--- config.mk ---
export PLATFORM = sky130hd
export DESIGN_NAME = mem_stage_lsu
export DESIGN_NICKNAME = d
export VERILOG_FILES = /design/src/rtl/mem_stage_lsu.sv
export SDC_FILE = /design/constraint.sdc
export NUM_CORES = 1
export LEC_CHECK = 0
export BUFFER_PORTS_ARGS = -buffer_cell sky130_fd_sc_hd__buf_4
export CAP_MARGIN = 25
export CORE_MARGIN = 2
export CORE_UTILIZATION = 55
export DETAILED_ROUTE_END_ITERATION = 8
export GPL_ROUTABILITY_DRIVEN = 0
export PLACE_DENSITY = 0.91
export SETUP_SLACK_MARGIN = 0.15
export SLEW_MARGIN = 0
export SYNTH_ARGS = -nofsm -noshare
export SYNTH_HDL_FRONTEND = slang
export SYNTH_SLANG_ARGS = --single-unit
--- constraint.sdc ---
create_clock -name i_clk -period 4.6 [get_ports i_clk]
set_input_delay 0 -clock i_clk [delete_from_list [all_inputs] [get_ports i_clk]]
set_output_delay 0 -clock i_clk [all_outputs]
set_load 0.01 [all_outputs]
--- src/rtl/mem_stage_lsu.sv ---
// mem_stage_lsu: load/store unit for the rv32i MEM stage.
// Turns one load or store into a registered data-memory request and holds it
// until mem_ack. The pipeline stalls for the whole access. The unit
// sign/zero-extends load data and flags misaligned accesses, illegal funct3
// codes and bus timeouts.
//
// Ports:
//   i_clk, i_rst_n            clock (rising edge), async active-low reset
//   i_valid/i_load/i_store    MEM-stage instruction qualifiers
//   i_fun3, i_addr            instruction[14:12], effective address
//   i_store_data              rs2 value
//   o_mem_req/we/addr/mask    registered memory request (word address)
//   o_mem_wdata               lane-replicated store data
//   i_mem_ack, i_mem_rdata    memory response
//   o_stall                   freeze upstream pipeline
//   o_load_data, o_load_done  extended load result and its one-cycle strobe
//   o_err, o_err_code         error pulse; code 01 misalign, 10 timeout,
//                             11 illegal funct3 (code held until next error)
//
// state | meaning
// IDLE  | no access outstanding, accepts new work
// REQ   | request on the bus, waiting for ack or timeout
// DONE  | access finished this cycle, pipeline advances, accepts new work
module mem_stage_lsu #(
  parameter int ADDR_W      = 32,
  parameter int TIMEOUT_CYC = 255,
  parameter int TIMEOUT_W   = 8
) (
  input  logic              i_clk,
  input  logic              i_rst_n,
  input  logic              i_valid,
  input  logic              i_load,
  input  logic              i_store,
  input  logic [2:0]        i_fun3,
  input  logic [ADDR_W-1:0] i_addr,
  input  logic [31:0]       i_store_data,
  output logic              o_mem_req,
  output logic              o_mem_we,
  output logic [ADDR_W-1:0] o_mem_addr,
  output logic [3:0]        o_mem_mask,
  output logic [31:0]       o_mem_wdata,
  input  logic              i_mem_ack,
  input  logic [31:0]       i_mem_rdata,
  output logic              o_stall,
  output logic [31:0]       o_load_data,
  output logic              o_load_done,
  output logic              o_err,
  output logic [1:0]        o_err_code
);

  localparam logic [1:0] S_IDLE = 2'd0;
  localparam logic [1:0] S_REQ  = 2'd1;
  localparam logic [1:0] S_DONE = 2'd2;

  localparam logic [TIMEOUT_W-1:0] TO_VAL = TIMEOUT_W'(TIMEOUT_CYC);
  localparam logic                 TO_EN  = (TIMEOUT_CYC != 0);

  logic [1:0]           r_state;
  logic [TIMEOUT_W-1:0] r_cnt;
  logic [2:0]           r_fun3;
  logic [1:0]           r_lane;
  logic                 r_mem_req;
  logic                 r_mem_we;
  logic [ADDR_W-1:0]    r_mem_addr;
  logic [3:0]           r_mem_mask;
  logic [31:0]          r_mem_wdata;
  logic [31:0]          r_load_data;
  logic                 r_load_done;
  logic                 r_err;
  logic [1:0]           r_err_code;

  logic                 w_one_op;
  logic                 w_legal;
  logic                 w_aligned;
  logic                 w_accepting;
  logic                 w_start;
  logic                 w_reject;
  logic [TIMEOUT_W-1:0] w_cnt_next;
  logic                 w_timeout;
  logic [3:0]           w_mask;
  logic [31:0]          w_wdata;
  logic [7:0]           w_rbyte;
  logic [15:0]          w_rhalf;
  logic [31:0]          w_ext;

  // load & store together is treated as no operation at all
  assign w_one_op = i_load ^ i_store;

  always_comb begin
    w_legal = 1'b0;
    if (i_load) begin
      case (i_fun3)
        3'b000, 3'b001, 3'b010, 3'b100, 3'b101: w_legal = 1'b1;
        default:                                w_legal = 1'b0;
      endcase
    end else begin
      case (i_fun3)
        3'b000, 3'b001, 3'b010: w_legal = 1'b1;
        default:                w_legal = 1'b0;
      endcase
    end
  end

  always_comb begin
    w_aligned = 1'b1;
    w_mask    = 4'b1111;
    w_wdata   = i_store_data;
    case (i_fun3[1:0])
      2'b00: begin
        w_mask  = 4'b0001 << i_addr[1:0];
        w_wdata = {4{i_store_data[7:0]}};
      end
      2'b01: begin
        w_aligned = ~i_addr[0];
        w_mask    = 4'b0011 << {i_addr[1], 1'b0};
        w_wdata   = {2{i_store_data[15:0]}};
      end
      default: w_aligned = (i_addr[1:0] == 2'b00);
    endcase
  end

  // DONE takes new work exactly like IDLE
  assign w_accepting = (r_state != S_REQ);
  assign w_start     = w_accepting & i_valid & w_one_op & w_legal & w_aligned;
  assign w_reject    = w_accepting & i_valid & w_one_op & ~(w_legal & w_aligned);

  assign w_cnt_next = r_cnt + 1'b1;
  // ack has priority over timeout in the same cycle (see REQ branch)
  assign w_timeout  = TO_EN & (w_cnt_next == TO_VAL);

  assign w_rbyte = i_mem_rdata[{r_lane, 3'b000} +: 8];
  assign w_rhalf = r_lane[1] ? i_mem_rdata[31:16] : i_mem_rdata[15:0];

  always_comb begin
    case (r_fun3)
      3'b000:  w_ext = {{24{w_rbyte[7]}}, w_rbyte};
      3'b001:  w_ext = {{16{w_rhalf[15]}}, w_rhalf};
      3'b100:  w_ext = {24'd0, w_rbyte};
      3'b101:  w_ext = {16'd0, w_rhalf};
      default: w_ext = i_mem_rdata;
    endcase
  end

  always_ff @(posedge i_clk or negedge i_rst_n) begin
    if (!i_rst_n) begin
      r_state     <= S_IDLE;
      r_cnt       <= '0;
      r_fun3      <= 3'd0;
      r_lane      <= 2'd0;
      r_mem_req   <= 1'b0;
      r_mem_we    <= 1'b0;
      r_mem_addr  <= '0;
      r_mem_mask  <= 4'd0;
      r_mem_wdata <= 32'd0;
      r_load_data <= 32'd0;
      r_load_done <= 1'b0;
      r_err       <= 1'b0;
      r_err_code  <= 2'd0;
    end else begin
      r_load_done <= 1'b0;
      r_err       <= 1'b0;
      case (r_state)
        S_REQ: begin
          r_cnt <= w_cnt_next;
          if (i_mem_ack) begin
            r_state   <= S_DONE;
            r_mem_req <= 1'b0;
            if (!r_mem_we) begin
              r_load_data <= w_ext;
              r_load_done <= 1'b1;
            end
          end else if (w_timeout) begin
            r_state     <= S_DONE;
            r_mem_req   <= 1'b0;
            r_load_data <= 32'd0;
            r_err       <= 1'b1;
            r_err_code  <= 2'b10;
          end
        end
        default: begin
          if (w_start) begin
            r_state     <= S_REQ;
            r_cnt       <= '0;
            r_mem_req   <= 1'b1;
            r_mem_we    <= i_store;
            r_mem_addr  <= {i_addr[ADDR_W-1:2], 2'b00};
            r_mem_mask  <= w_mask;
            r_mem_wdata <= w_wdata;
            r_fun3      <= i_fun3;
            r_lane      <= i_addr[1:0];
          end else begin
            r_state <= S_IDLE;
            if (w_reject) begin
              r_err      <= 1'b1;
              r_err_code <= w_legal ? 2'b01 : 2'b11;
            end
          end
        end
      endcase
    end
  end

  assign o_stall     = (r_state == S_REQ) | w_start;
  assign o_mem_req   = r_mem_req;
  assign o_mem_we    = r_mem_we;
  assign o_mem_addr  = r_mem_addr;
  assign o_mem_mask  = r_mem_mask;
  assign o_mem_wdata = r_mem_wdata;
  assign o_load_data = r_load_data;
  assign o_load_done = r_load_done;
  assign o_err       = r_err;
  assign o_err_code  = r_err_code;

endmodule

# Word-level counts from Yosys, hierarchy flattened

Cells that the tools add are included.

Bits in registers: 119
Output and inout port bits: 107

Eq/ne operators: 16
Shifts and indexed selects: 3
Add/sub/neg operators: 1
Reductions and logical operators: 13
Mux-type cells: 34
Bitwise operators: 11

Operators with widths:

| kind                | count |
|---|---|
| $pmux 32 s4         | 1 |
| $mux 32             | 3 |
| $pmux 32 s2         | 1 |
| $shiftx 32x6->8     | 1 |
| $mux 1              | 16 |
| $mux 16             | 1 |
| $mux 2              | 8 |
| $mux 8              | 2 |
| $eq 3x3->1 const B  | 4 |
| $add 8x1->8 const B | 1 |
| $eq 8x8->1 const B  | 1 |
| $pmux 4 s2          | 1 |
| $and 1x1->1         | 6 |
| $eq 3x1->1 const B  | 2 |
| $logic_not 3->1     | 2 |
| $ne 2x2->1 const B  | 3 |
| $reduce_bool 2->1   | 3 |
| $reduce_or 5->1     | 1 |
| $eq 2x1->1 const B  | 2 |
| $logic_not 2->1     | 2 |
| $ne 2x1->1 const B  | 2 |
| $reduce_and 2->1    | 2 |
| $reduce_and 4->1    | 1 |
| $shl 1x2->4 const A | 1 |
| 9 further kinds     | 11 |

# Longest topological paths before layout

Gate-level depths: netlist of the first run.

Word-level depth: 10
Depth in mapped cells: 8

# Worst setup path after synthesis of the first run

No wires, ideal clock.

Path type: register -> register
Start point: register r_cnt[1]
End point: register r_mem_req (netlist: o_mem_req)
Stages on the path, launching flop included: 6
Arrival time: 1.653 ns
Setup time: 0.126 ns
Path slack: 2.821 ns
Clock period less this slack: 1.779 ns
Buffers on the path: 0
Required time: 4.474 ns
Cells stage by stage: dfrtp_1 ha_1 and4b_1 o211ai_1 a211o_1 a311o_1

Longest elaborated chain between the ends: 4

RTL lines:

| element                           | line | RTL |
|---|---|---|
| start: declaration                | 59   | `logic [TIMEOUT_W-1:0] r_cnt;` |
| start signal: assignment          | 164  | `r_cnt <= w_cnt_next;` |
| $add 8x1->8                       | 127  | `assign w_cnt_next = r_cnt + 1'b1;` |
| $eq 8x8->1                        | 129  | `assign w_timeout = TO_EN & (w_cnt_next == TO_VAL);` |
| $ne 3x3->1 (no source line)       | -    |  |
| $reduce_and 2->1 (no source line) | -    |  |
| end signal: assignment            | 150  | `r_mem_req <= 1'b0;` |
| end signal: assignment            | 167  | `r_mem_req <= 1'b0;` |
| end signal: assignment            | 174  | `r_mem_req <= 1'b0;` |
| end: declaration                  | 62   | `logic r_mem_req;` |

No other way between the ends.
A chain may end at the register's enable or synchronous reset.

# Worst setup path in the final report of the first run

Start point: register r_state[1]
End point: register r_mem_mask[3] (netlist: o_mem_mask[3])

Longest elaborated chain between the ends: 6

RTL lines:

| element                               | line | RTL |
|---|---|---|
| start: declaration                    | 58   | `logic [1:0] r_state;` |
| start signal: assignment              | 146  | `r_state <= S_IDLE;` |
| start signal: assignment              | 166  | `r_state <= S_DONE;` |
| start signal: assignment              | 173  | `r_state <= S_DONE;` |
| $ne 2x1->1                            | 123  | `assign w_accepting = (r_state != S_REQ);` |
| $and 1x1->1 (4 in series)             | 124  | `assign w_start = w_accepting & i_valid & w_one_op & w_legal & w_aligned;` |
| $reduce_and 2->1 (no source line) (*) | -    |  |
| end signal: assignment                | 187  | `r_mem_mask <= w_mask;` |
| end: declaration                      | 65   | `logic [3:0] r_mem_mask;` |

Every way passes the cells marked *; elsewhere a longest branch is shown, timed or not.

==> metrics.csv, run 1 <==
stage,metric,value,unit
setup_path,Worst setup SP type,flip-flop,
route,Initial DRC Count,650,
setup_path,CP endpoint kind,flip-flop,
route,via count,6290,
clocking,Longest Clk Path Bufs,2,
route,routed vias/inst,6.34,
route,antenna violation net count after detailed routing,0,
yosys,"count leader, synth",dfrtp_1,
grt,initial antenna violation count,0,
setup_path,"Slowest-stage cell, CP",buf_4,
setup_path,Worst setup endpoint,o_mem_mask[3]$_DFFE_PN0P_,
setup_path,"reg-to-reg slack, setup",1600,ps
floorplan,starting density of the core,0.568,
setup_path,worst-path fanout max,62,
sta,post-route clock period utilization,0.651,
yosys,post-synth top area share,0.481,
sta,RSZ-0062 raised after global routing,no,
route,met2 WL,11900,µm
power_and_ir_drop,Lkg Pwr,4.30,nW
setup_path,crit-path cells,nand2b_1 > nand3_1 > nor2_4 > buf_4 > a31oi_1 > dlygate4sd3_1,
yosys,count of cell types in the netlist,59,
clocking,Worst-path clk slew,60,ps
setup_path,reg2reg start,r_state[1]$_DFFE_PN0P_,
grt,GRT Overall Usage,0.392,
grt,number of global-route vias before repair,6568,
sta,clk_skew,11.3,ps
yosys,Ys Warns,0,
outcome,status,"complete, no violations",
power_and_ir_drop,Worst IR Drop VDD,0.000384,V
setup_path,CP Data Arrival Time,3390,ps
clocking,CTS tree,yes,
yosys,synth top area cells,"dfrtp_1, mux2_2, mux2i_1",
yosys,Post-synth EDFFs,0,
floorplan,num ports,212,
grt,first-pass GRT wire length,34800,µm
route,WL met3,2170,µm
yosys,Synth Flop Type,dfrtp_1,
setup_path,Required @ worst endpoint,4990,ps
clocking,worst-skew pair later-pin latency,520,ps
floorplan,die width,110,µm
floorplan,die area,0.0121,mm²
sta,final hold vios,0,
worst_hold_path,hold depth,4,
sta,final setup violation count,0,
floorplan,Chip Height,110,µm
place,HPWL after DPL,12500,µm
finish,Final #Nets,946,
yosys,Mapped Cells,545,
route,DRT Pass-1 Iters,5,
setup_path,R2R depth,6,
clocking,clock sink total,119,
power_and_ir_drop,PwrDens,500,mW/mm²
sta,FMAX,334,MHz
route,"wirelength, routed",23600,µm
finish,Area Overhead vs Synth,52.0,%
grt,pin count of the biggest net entering global routing,63,
route,Avg WL per Cell,23.8,µm
clocking,htree depth,4,
setup_path,Worst R2R End,o_mem_mask[3]$_DFFE_PN0P_,
clocking,CTS buffer count,17,
finish,Ant. Diodes,0,
sta,setup tns final,0,ps
route,Max Used Layer,met4,
yosys,sequential-to-total area share from yosys stat,0.481,
sta,Final min period,3000,ps
worst_hold_path,Min-Delay Path Class,in -> reg,
sta,fin. max-slew vios,0,
yosys,synth cell count leaders,"dfrtp_1, mux2_2, a21oi_1",
finish,layout cells sized above 1,0.412,
setup_path,crit path kind,reg -> reg,
yosys,Yosys top cell by area,dfrtp_1,
yosys,Synth Register Bits,119,
grt,total grt overflow,0,
sta,Fin Hold WS,31.9,ps
place,number of port buffers,209,
clocking,Root Driver,clkbuf_8,
floorplan,Row Count,38,
sta,max_slew headroom,0.418,
setup_path,"slowest stage delay, CP",690,ps
route,DRC viols,0,
floorplan,Core ar.,0.0109,mm²
yosys,async set-or-reset flop fraction in the synthesized netlist,1.00,
job,max-cap violations,0,
yosys,syn avg cell area,11.4,µm²
sta,Slew @ Worst Pin,870,ps
setup_path,Critical Path Start,r_state[1]$_DFFE_PN0P_,
yosys,Syn Std Cell Area,0.00619,mm²
route,met1 wire length,8020,µm
registers in the layout, indices dropped and copies added (netlist names):
signal and cells:
o_err 1, o_err_code 2, o_load_data 32, o_load_done 1, o_mem_addr 30, o_mem_mask 4
o_mem_req 1, o_mem_wdata 32, o_mem_we 1, r_cnt 8, r_fun3 3, r_lane 2
r_state 2
what timing repair did:
action	4_1_cts	5_1_grt
gates resized for setup	0	0
hold buffers	105	0
buffers inserted	0	0
hold endpoints to repair	165	0
through the flow:
stage / instance area [µm²] / cells / worst slack (ps) / util / power [mW]
after floorplan: 6190 / 546 / 2820 / - / 2.37
final: 9400 / 992 / 1600 / 0.863 / 4.70
after CTS: 9380 / 991 / 1670 / 0.862 / 4.54
after global placement: 7710 / 853 / 2020 / 0.708 / 3.01
after global routing: 9400 / 992 / 1450 / 0.863 / 4.87
after detailed placement: 7720 / 854 / 1960 / 0.709 / 3.09
logic make-up (layout without fill, tap and decap cells):
group,after synthesis,after routing,synth area share
other,1,2,0.000606
adder cells (fa/ha/maj),2,2,0.00404
AND/OR/NAND/NOR,120,120,0.100
multiplexers,97,97,0.174
flip-flops,119,119,0.481
AO/OA/AOI/OAI,142,142,0.185
XOR/XNOR,2,2,0.00283
buffers and inverters,62,368,0.0522
power breakdown:
group / total (mW) / switching, mW / internal [mW]
Sequential: 1.68 / 0.313 / 1.37
Clock: 1.38 / 0.486 / 0.895
Combinational: 1.64 / 0.821 / 0.816
final cells by class:
class / instances / area, µm²
clock inverter: 8 / 118
sequential: 119 / 2980
fill: 465 / 1490
multi-input combinational: 365 / 2900
tap: 140 / 175
inverter: 16 / 60.1
clock buffer: 24 / 490
timing repair buffer: 320 / 2680
how the worst min path moves through the flow:
stage,startpoint,to
floorplan,i_rst_n,o_err$_DFF_PN0_
global placement,i_rst_n,r_cnt[5]$_DFFE_PN0P_
CTS,i_valid,r_cnt[7]$_DFFE_PN0P_
detailed placement,i_rst_n,o_load_data[10]$_DFFE_PN0P_
global route,i_mem_rdata[15],o_load_data[15]$_DFFE_PN0P_
finish,i_valid,r_cnt[7]$_DFFE_PN0P_
critical path: cells and delay by family (launching register included):
kind / cells / cell delay, ps
DFF: 1 / 350
and+or+nand+nor: 3 / 1070
buffers and inverters: 2 / 1280
AOI/OAI and AO/OA: 1 / 150
layer usage:
metal / global-route usage / vias up
met5: 0 / -
met3: 0.106 / 141
li1: - / 2633
met4: 0.234 / 0
met2: 0.683 / 508
met1: 0.426 / 3008
cell usage in the layout, fill, tap and decap left out, types with 3 or more instances in the layout:
| cell | netlist | final |
|---|---|---|
| mux2i_1 | 21 | 21 |
| dfrtp_1 | 119 | 119 |
| nand4_1 | 11 | 11 |
| a221oi_2 | 10 | 10 |
| mux2_1 | 4 | 4 |
| bufinv_16 | 0 | 3 |
| clkbuf_8 | 0 | 6 |
| dlygate4sd3_1 | 0 | 105 |
| inv_1 | 14 | 14 |
| clkinv_2 | 0 | 4 |
| nor2_1 | 22 | 21 |
| a211oi_2 | 10 | 10 |
| o221ai_1 | 16 | 16 |
| nand3_1 | 18 | 18 |
| nand2_1 | 35 | 35 |
| clkbuf_16 | 0 | 16 |
| a221o_1 | 9 | 9 |
| a221oi_1 | 6 | 6 |
| o211ai_1 | 13 | 13 |
| mux2_2 | 71 | 71 |
| a211oi_1 | 6 | 6 |
| nand2b_1 | 12 | 12 |
| a31oi_1 | 6 | 6 |
| a21oi_1 | 37 | 37 |
| o21ai_0 | 15 | 15 |
| buf_4 | 11 | 213 |
Power figures use the tool's default switching activity.
==> run 2, diff against run 1 <==
--- a/config.mk
+++ b/config.mk
@@ -8,10 +8,10 @@
 export BUFFER_PORTS_ARGS = -buffer_cell sky130_fd_sc_hd__buf_4
 export CAP_MARGIN = 25
 export CORE_MARGIN = 2
-export CORE_UTILIZATION = 55
+export CORE_UTILIZATION = 51
 export DETAILED_ROUTE_END_ITERATION = 8
 export GPL_ROUTABILITY_DRIVEN = 0
-export PLACE_DENSITY = 0.91
+export PLACE_DENSITY = 0.86
 export SETUP_SLACK_MARGIN = 0.15
 export SLEW_MARGIN = 0
 export SYNTH_ARGS = -nofsm -noshare
==> constraint.sdc (replaced) <==
create_clock -name i_clk -period 3.1 [get_ports i_clk]
set_input_delay 0 -clock i_clk [delete_from_list [all_inputs] [get_ports i_clk]]
set_output_delay 0 -clock i_clk [all_outputs]
set_load 0.01 [all_outputs]
==> metrics.csv, run 2 (synthesis gave the netlist of run 1 again) <==
stage,metric,value,unit
setup_path,CP Data Arrival Time,2630,ps
setup_path,worst-path fanout max,27,
clocking,Worst-path clk slew,60,ps
setup_path,crit-path cells,ha_1 > and4b_1 > nand3_1 > nand2_2 > a221o_1,
finish,Final #Nets,927,
grt,layer with the highest usage,met2,
setup_path,reg2reg start,r_cnt[1]$_DFFE_PN0P_,
job,max-cap violations,0,
grt,met3 Usage GRT,0.0926,
floorplan,Core ar.,0.0119,mm²
clocking,clock sink total,119,
power_and_ir_drop,Lkg Pwr,4.18,nW
setup_path,"slowest stage delay, CP",490,ps
route,via count,5900,
finish,Area Overhead vs Synth,48.0,%
floorplan,num ports,212,
floorplan,starting density of the core,0.519,
route,antenna violation net count after detailed routing,0,
setup_path,"Slowest-stage cell, CP",a221o_1,
floorplan,die area,0.0130,mm²
place,HPWL after DPL,12300,µm
grt,number of global-route vias before repair,6208,
route,"wirelength, routed",20300,µm
route,DRT Pass-1 Iters,5,
setup_path,"reg-to-reg slack, setup",780,ps
sta,fin. max-slew vios,0,
route,routed vias/inst,6.01,
finish,"most common cell after layout, fill and taps aside",buf_4,
grt,initial antenna violation count,1,
clocking,Longest Clk Path Bufs,2,
clocking,CTS buffer count,17,
setup_path,crit path kind,reg -> reg,
setup_path,CP endpoint kind,flip-flop,
setup_path,Worst R2R End,o_err_code[1]$_DFFE_PN0P_,
worst_hold_path,hold depth,3,
sta,max_slew headroom,0.421,
finish,most frequent cells in the layout,"buf_4, dfrtp_1, dlygate4sd3_1",
clocking,worst-skew pair later-pin latency,420,ps
power_and_ir_drop,PwrDens,713,mW/mm²
outcome,status,"complete, no violations",
place,number of port buffers,209,
sta,PnR worst setup slack,776,ps
sta,RSZ-0062 raised after global routing,no,
sta,setup tns final,0,ps
grt,first-pass GRT wire length,31800,µm
clocking,Root Driver,clkbuf_16,
sta,final hold vios,0,
finish,layout cells sized above 1,0.421,
route,Initial DRC Count,478,
floorplan,Chip Height,114,µm
floorplan,die width,114,µm
worst_hold_path,Min-Delay Path Class,in -> reg,
sta,Slew @ Worst Pin,865,ps
worst_hold_path,Hold Path End,o_load_data[31]$_DFFE_PN0P_,
sta,FMAX,430,MHz
sta,Final min period,2320,ps
setup_path,Required @ worst endpoint,3400,ps
grt,M1 GR Usage,0.371,
grt,total grt overflow,0,
grt,GR Util met2,0.531,
route,Avg WL per Cell,20.7,µm
sta,clk_skew,8.42,ps
power_and_ir_drop,Worst IR Drop VDD,0.000491,V
route,DRC viols,0,
grt,pin count of the biggest net entering global routing,74,
sta,post-route clock period utilization,0.750,
grt,GRT Overall Usage,0.316,
setup_path,Worst setup SP type,flip-flop,
place,pre-CTS setup slack,802,ps
sta,final setup violation count,0,
clocking,CTS tree,yes,
clocking,htree depth,4,
floorplan,Row Count,40,
setup_path,R2R depth,5,
worst_hold_path,hold_sp,i_mem_rdata[31],
[run 2: cell count changes in the layout (fill, tap and decap cells not counted), sizes merged]
cell / delta
clkinv: +4
clkbuf: -1
dlygate4sd3: -19
bufinv: -3
diode: +1
[run 2: worst max-delay path by stage]
stage	endpoint	slack, ps	startpoint	cells after the start
after detailed placement	o_err_code[1]$_DFFE_PN0P_	800	r_cnt[1]$_DFFE_PN0P_	5
after floorplan	o_mem_req$_DFFE_PN0P_	1320	r_cnt[1]$_DFFE_PN0P_	5
after global placement	o_load_data[4]$_DFFE_PN0P_	930	r_state[1]$_DFFE_PN0P_	5
final	o_err_code[1]$_DFFE_PN0P_	780	r_cnt[1]$_DFFE_PN0P_	5
after CTS	o_err_code[1]$_DFFE_PN0P_	800	r_cnt[1]$_DFFE_PN0P_	5
after global routing	o_load_data[10]$_DFFE_PN0P_	610	r_cnt[1]$_DFFE_PN0P_	5
[run 2: repair_timing]
action / CTS / global route
buffers inserted: 0 / 0
hold buffers: 86 / 0
endpoints found under the hold margin: 136 / 0
resized for setup: 0 / 0
[run 2: metal layers]
layer	wire (µm)	part of all wire
met5	0	0
met4	747	0.037
met3	1740	0.086
met2	10100	0.50
met1	7670	0.38
[run 2: layout make-up]
| class | count | area, µm² |
|---|---|---|
| Multi-Input combinational cell | 365 | 2900 |
| Inverter | 16 | 60.1 |
| Tap cell | 147 | 184 |
| Fill cell | 704 | 2750 |
| Sequential cell | 119 | 2980 |
| Antenna cell | 1 | 2.50 |
| Clock buffer | 23 | 478 |
| Timing Repair Buffer | 301 | 2500 |
| Clock inverter | 9 | 51.3 |
[run 2: power breakdown]
part           internal, mW  switching, mW  total (mW)
Combinational          1.19           1.11        2.30
Clock                  1.07          0.703        1.78
Sequential             2.03          0.425        2.45
[run 2: metrics by stage]
| step | instances | hold slack [ps] | power [mW] | util | cell area, µm² |
|---|---|---|---|---|---|
| final | 981 | 7.09 | 6.53 | 0.769 | 9160 |
| after global routing | 980 | 26.7 | 6.82 | 0.769 | 9160 |
| after CTS | 980 | 1.24 | 6.43 | 0.769 | 9160 |
| after detailed placement | 862 | 60.0 | 4.57 | 0.652 | 7760 |
| after global placement | 862 | 45.4 | 4.46 | 0.652 | 7760 |
| after floorplan | 546 | -296 | 3.52 | - | 6190 |
[run 2: critical path, delay by kind of cell, from the launching register on]
kind | cells | cell delay (ps)
flip-flops | 1 | 460
AND/OR/NAND/NOR | 3 | 980
adder cells (fa/ha/maj) | 1 | 280
AO/OA/AOI/OAI | 1 | 490
==> run 3, diff against run 2 <==
--- a/config.mk
+++ b/config.mk
@@ -5,13 +5,14 @@
 export SDC_FILE = /design/constraint.sdc
 export NUM_CORES = 1
 export LEC_CHECK = 0
+export ABC_AREA = 1
 export BUFFER_PORTS_ARGS = -buffer_cell sky130_fd_sc_hd__buf_4
 export CAP_MARGIN = 25
 export CORE_MARGIN = 2
-export CORE_UTILIZATION = 51
+export CORE_UTILIZATION = 50
 export DETAILED_ROUTE_END_ITERATION = 8
 export GPL_ROUTABILITY_DRIVEN = 0
-export PLACE_DENSITY = 0.86
+export PLACE_DENSITY = 0.85
 export SETUP_SLACK_MARGIN = 0.15
 export SLEW_MARGIN = 0
 export SYNTH_ARGS = -nofsm -noshare
==> constraint.sdc (replaced) <==
create_clock -name i_clk -period 2.3 [get_ports i_clk]
set_input_delay 0 -clock i_clk [delete_from_list [all_inputs] [get_ports i_clk]]
set_output_delay 0 -clock i_clk [all_outputs]
set_load 0.01 [all_outputs]
==> metrics.csv, run 3 <==
stage,metric,value,unit
yosys,async set-or-reset flop fraction in the synthesized netlist,1.00,
setup_path,reg2reg start,r_cnt[1]$_DFFE_PN0P_,
finish,post-route insts no fill,1215,
yosys,Ys Warns,0,
floorplan,die width,113,µm
setup_path,worst-path fanout max,29,
setup_path,CP endpoint kind,primary output,
power_and_ir_drop,switching share of power,0.346,
power_and_ir_drop,Lkg Pwr,4.83,nW
setup_path,CP Data Arrival Time,2040,ps
yosys,Post-synth EDFFs,0,
finish,combined area of the multi-input logic cells,0.00249,mm²
grt,pin count of the biggest net entering global routing,120,
finish,register area,0.00298,mm²
yosys,syn avg cell area,7.52,µm²
setup_path,crit path kind,reg -> out,
setup_path,CP top delay family,buffers and inverters,
sta,max_slew headroom,0.546,
finish,fill cell count,686,
clocking,CTS tree,yes,
grt,total grt overflow,0,
finish,layout cells sized above 1,0.260,
clocking,CTS buffer count,17,
yosys,Syn Std Cell Area,0.00589,mm²
yosys,"count leader, synth",nand2_1,
worst_hold_path,hold depth,7,
yosys,synth top area cells,"dfrtp_1, nand2_1, o21ai_0",
route,antenna violation net count after detailed routing,0,
floorplan,die area,0.0127,mm²
yosys,Mapped Cells,783,
route,routed vias/inst,5.51,
floorplan,Row Count,39,
sta,Final min period,2040,ps
sta,Slew @ Worst Pin,681,ps
finish,Final #Nets,1166,
route,DRC viols,0,
sta,final setup violation count,0,
sta,clk_skew,13.2,ps
setup_path,crit-path cells,inv_1 > nor2_4 > inv_2 > nand2_1 > a21oi_2 > nand3_4 > buf_6 > nand2_2 > buf_4,
sta,RSZ-0062 raised after global routing,yes,
power_and_ir_drop,P_sw,3.04,mW
power_and_ir_drop,PwrDens,980,mW/mm²
sta,PnR worst setup slack,259,ps
route,DRT Pass-1 Iters,7,
setup_path,Required @ worst endpoint,2300,ps
power_and_ir_drop,Pwr Total,8.78,mW
yosys,Synth Register Bits,119,
clocking,Longest Clk Path Bufs,2,
grt,GRT Overall Usage,0.339,
clocking,htree depth,4,
grt,number of global-route vias before repair,6772,
clocking,Root Driver,clkbuf_16,
worst_hold_path,hold_sp,i_mem_rdata[28],
sta,FMAX,490,MHz
power_and_ir_drop,sequential share of power,0.360,
place,number of port buffers,209,
sta,fin. max-slew vios,0,
clocking,clock sink total,119,
route,via count,6690,
grt,first-pass GRT wire length,33900,µm
finish,final core occ,0.781,
setup_path,CP Buf/Inv Count,4,
worst_hold_path,Min-Delay Path Class,in -> reg,
power_and_ir_drop,cell internal pwr,5.74,mW
yosys,count of cell types in the netlist,34,
clocking,worst-skew pair later-pin latency,420,ps
power_and_ir_drop,combinational share of power,0.335,
yosys,Yosys top cell by area,dfrtp_1,
yosys,synth cell count leaders,"nand2_1, dfrtp_1, o21ai_0",
floorplan,starting density of the core,0.514,
power_and_ir_drop,Worst IR Drop VDD,0.000762,V
floorplan,Core ar.,0.0115,mm²
place,placed instance count,1104,
outcome,status,"complete, no violations",
setup_path,"slowest stage delay, CP",350,ps
grt,initial antenna violation count,0,
finish,Area Overhead vs Synth,52.0,%
yosys,post-synth top area share,0.505,
setup_path,"reg-to-reg slack, setup",270,ps
power_and_ir_drop,clock power share,0.305,
setup_path,Worst setup SP type,flip-flop,
finish,most frequent cells in the layout,"nand2_1, buf_4, dfrtp_1",
place,HPWL after DPL,12000,µm
place,pre-CTS setup slack,329,ps
route,"wirelength, routed",21500,µm
sta,final hold vios,0,
yosys,Synth Flop Type,dfrtp_1,
setup_path,R2R depth,10,
floorplan,Chip Height,113,µm
sta,setup tns final,0,ps
yosys,sequential-to-total area share from yosys stat,0.505,
setup_path,"Slowest-stage cell, CP",dfrtp_1,
job,max-cap violations,0,
finish,"most common cell after layout, fill and taps aside",nand2_1,
finish,Ant. Diodes,0,
clocking,Worst-path clk slew,60,ps
worst_hold_path,Hold Path End,o_load_data[28]$_DFFE_PN0P_,
floorplan,num ports,212,
sta,post-route clock period utilization,0.887,
route,Initial DRC Count,597,
setup_path,Worst R2R End,o_load_data[8]$_DFFE_PN0P_,
route,Avg WL per Cell,17.7,µm
-- run 3: cell families (layout without fill, tap and decap cells) --
family                     count (synthesis)  in the layout  synth area share
AOI/OAI and AO/OA                        117            117             0.106
adders and majority gates                  2              2           0.00425
buffers and inverters                    106            394            0.0777
DFF                                      119            119             0.505
muxes                                      2              2           0.00340
other                                      1              2          0.000636
and+or+nand+nor                          436            436             0.303
-- run 3: final cells by class --
| cell class | instances | share of cell area |
|---|---|---|
| Tap cell | 143 | 0.0200 |
| Inverter | 62 | 0.0264 |
| Multi-Input combinational cell | 559 | 0.279 |
| Sequential cell | 119 | 0.332 |
| Clock inverter | 11 | 0.0137 |
| Timing Repair Buffer | 300 | 0.276 |
| Clock buffer | 21 | 0.0525 |
-- run 3: power by group through the flow --
stage	Combinational (mW)	Sequential, mW	Clock [mW]
floorplan	1.11	3.30	0
global placement	2.61	3.11	0
detailed placement	2.69	3.11	0
CTS	2.81	3.11	2.66
global route	3.20	3.21	2.79
finish	2.94	3.16	2.68
-- run 3: worst register-to-register path, stage by stage, from the launching register on --
cell and delay (ps):
dfrtp_1 430, ha_1 240, nand2_1 170, nand2_1 110, nor2_1 120, nand2_1 110, nor2_4 150, nand4_4 170
buf_4 250, nand3_1 110, nand2_1 60
-- run 3: how the worst max path moves through the flow --
stage	from	end	cells after the start
CTS	r_state[0]$_DFFE_PN0P_	o_stall	9
global placement	r_state[0]$_DFFE_PN0P_	o_load_data[22]$_DFFE_PN0P_	10
global route	i_fun3[0]	o_stall	9
finish	r_state[0]$_DFFE_PN0P_	o_stall	9
detailed placement	r_state[0]$_DFFE_PN0P_	o_load_data[20]$_DFFE_PN0P_	10
floorplan	r_cnt[1]$_DFFE_PN0P_	o_load_data[22]$_DFFE_PN0P_	10
-- run 3: through the flow --
| stage | hold slack, ps | instance area, µm² |
|---|---|---|
| 2_1_floorplan | -296 | 5900 |
| 3_3_place_gp | 152 | 7550 |
| 3_5_place_dp | 152 | 7550 |
| 4_1_cts | 16.5 | 8890 |
| 5_1_grt | 51.5 | 8960 |
| 6_report | 22.0 | 8960 |
-- run 3: layer usage --
layer,wire length (µm),up-vias,GRT usage
met1,7820,3100,0.406
met4,1030,0,0.164
li1,-,3023,-
met3,2150,103,0.0961
met2,10500,464,0.563
met5,0,-,0
-- run 3: timing repair --
| action | in CTS | in global routing |
|---|---|---|
| hold buffers | 75 | 0 |
| setup endpoints to repair | 1 | 46 |
| endpoints found under the hold margin | 193 | 0 |
| buffers inserted | 0 | 4 |
| resized for setup | 1 | 8 |
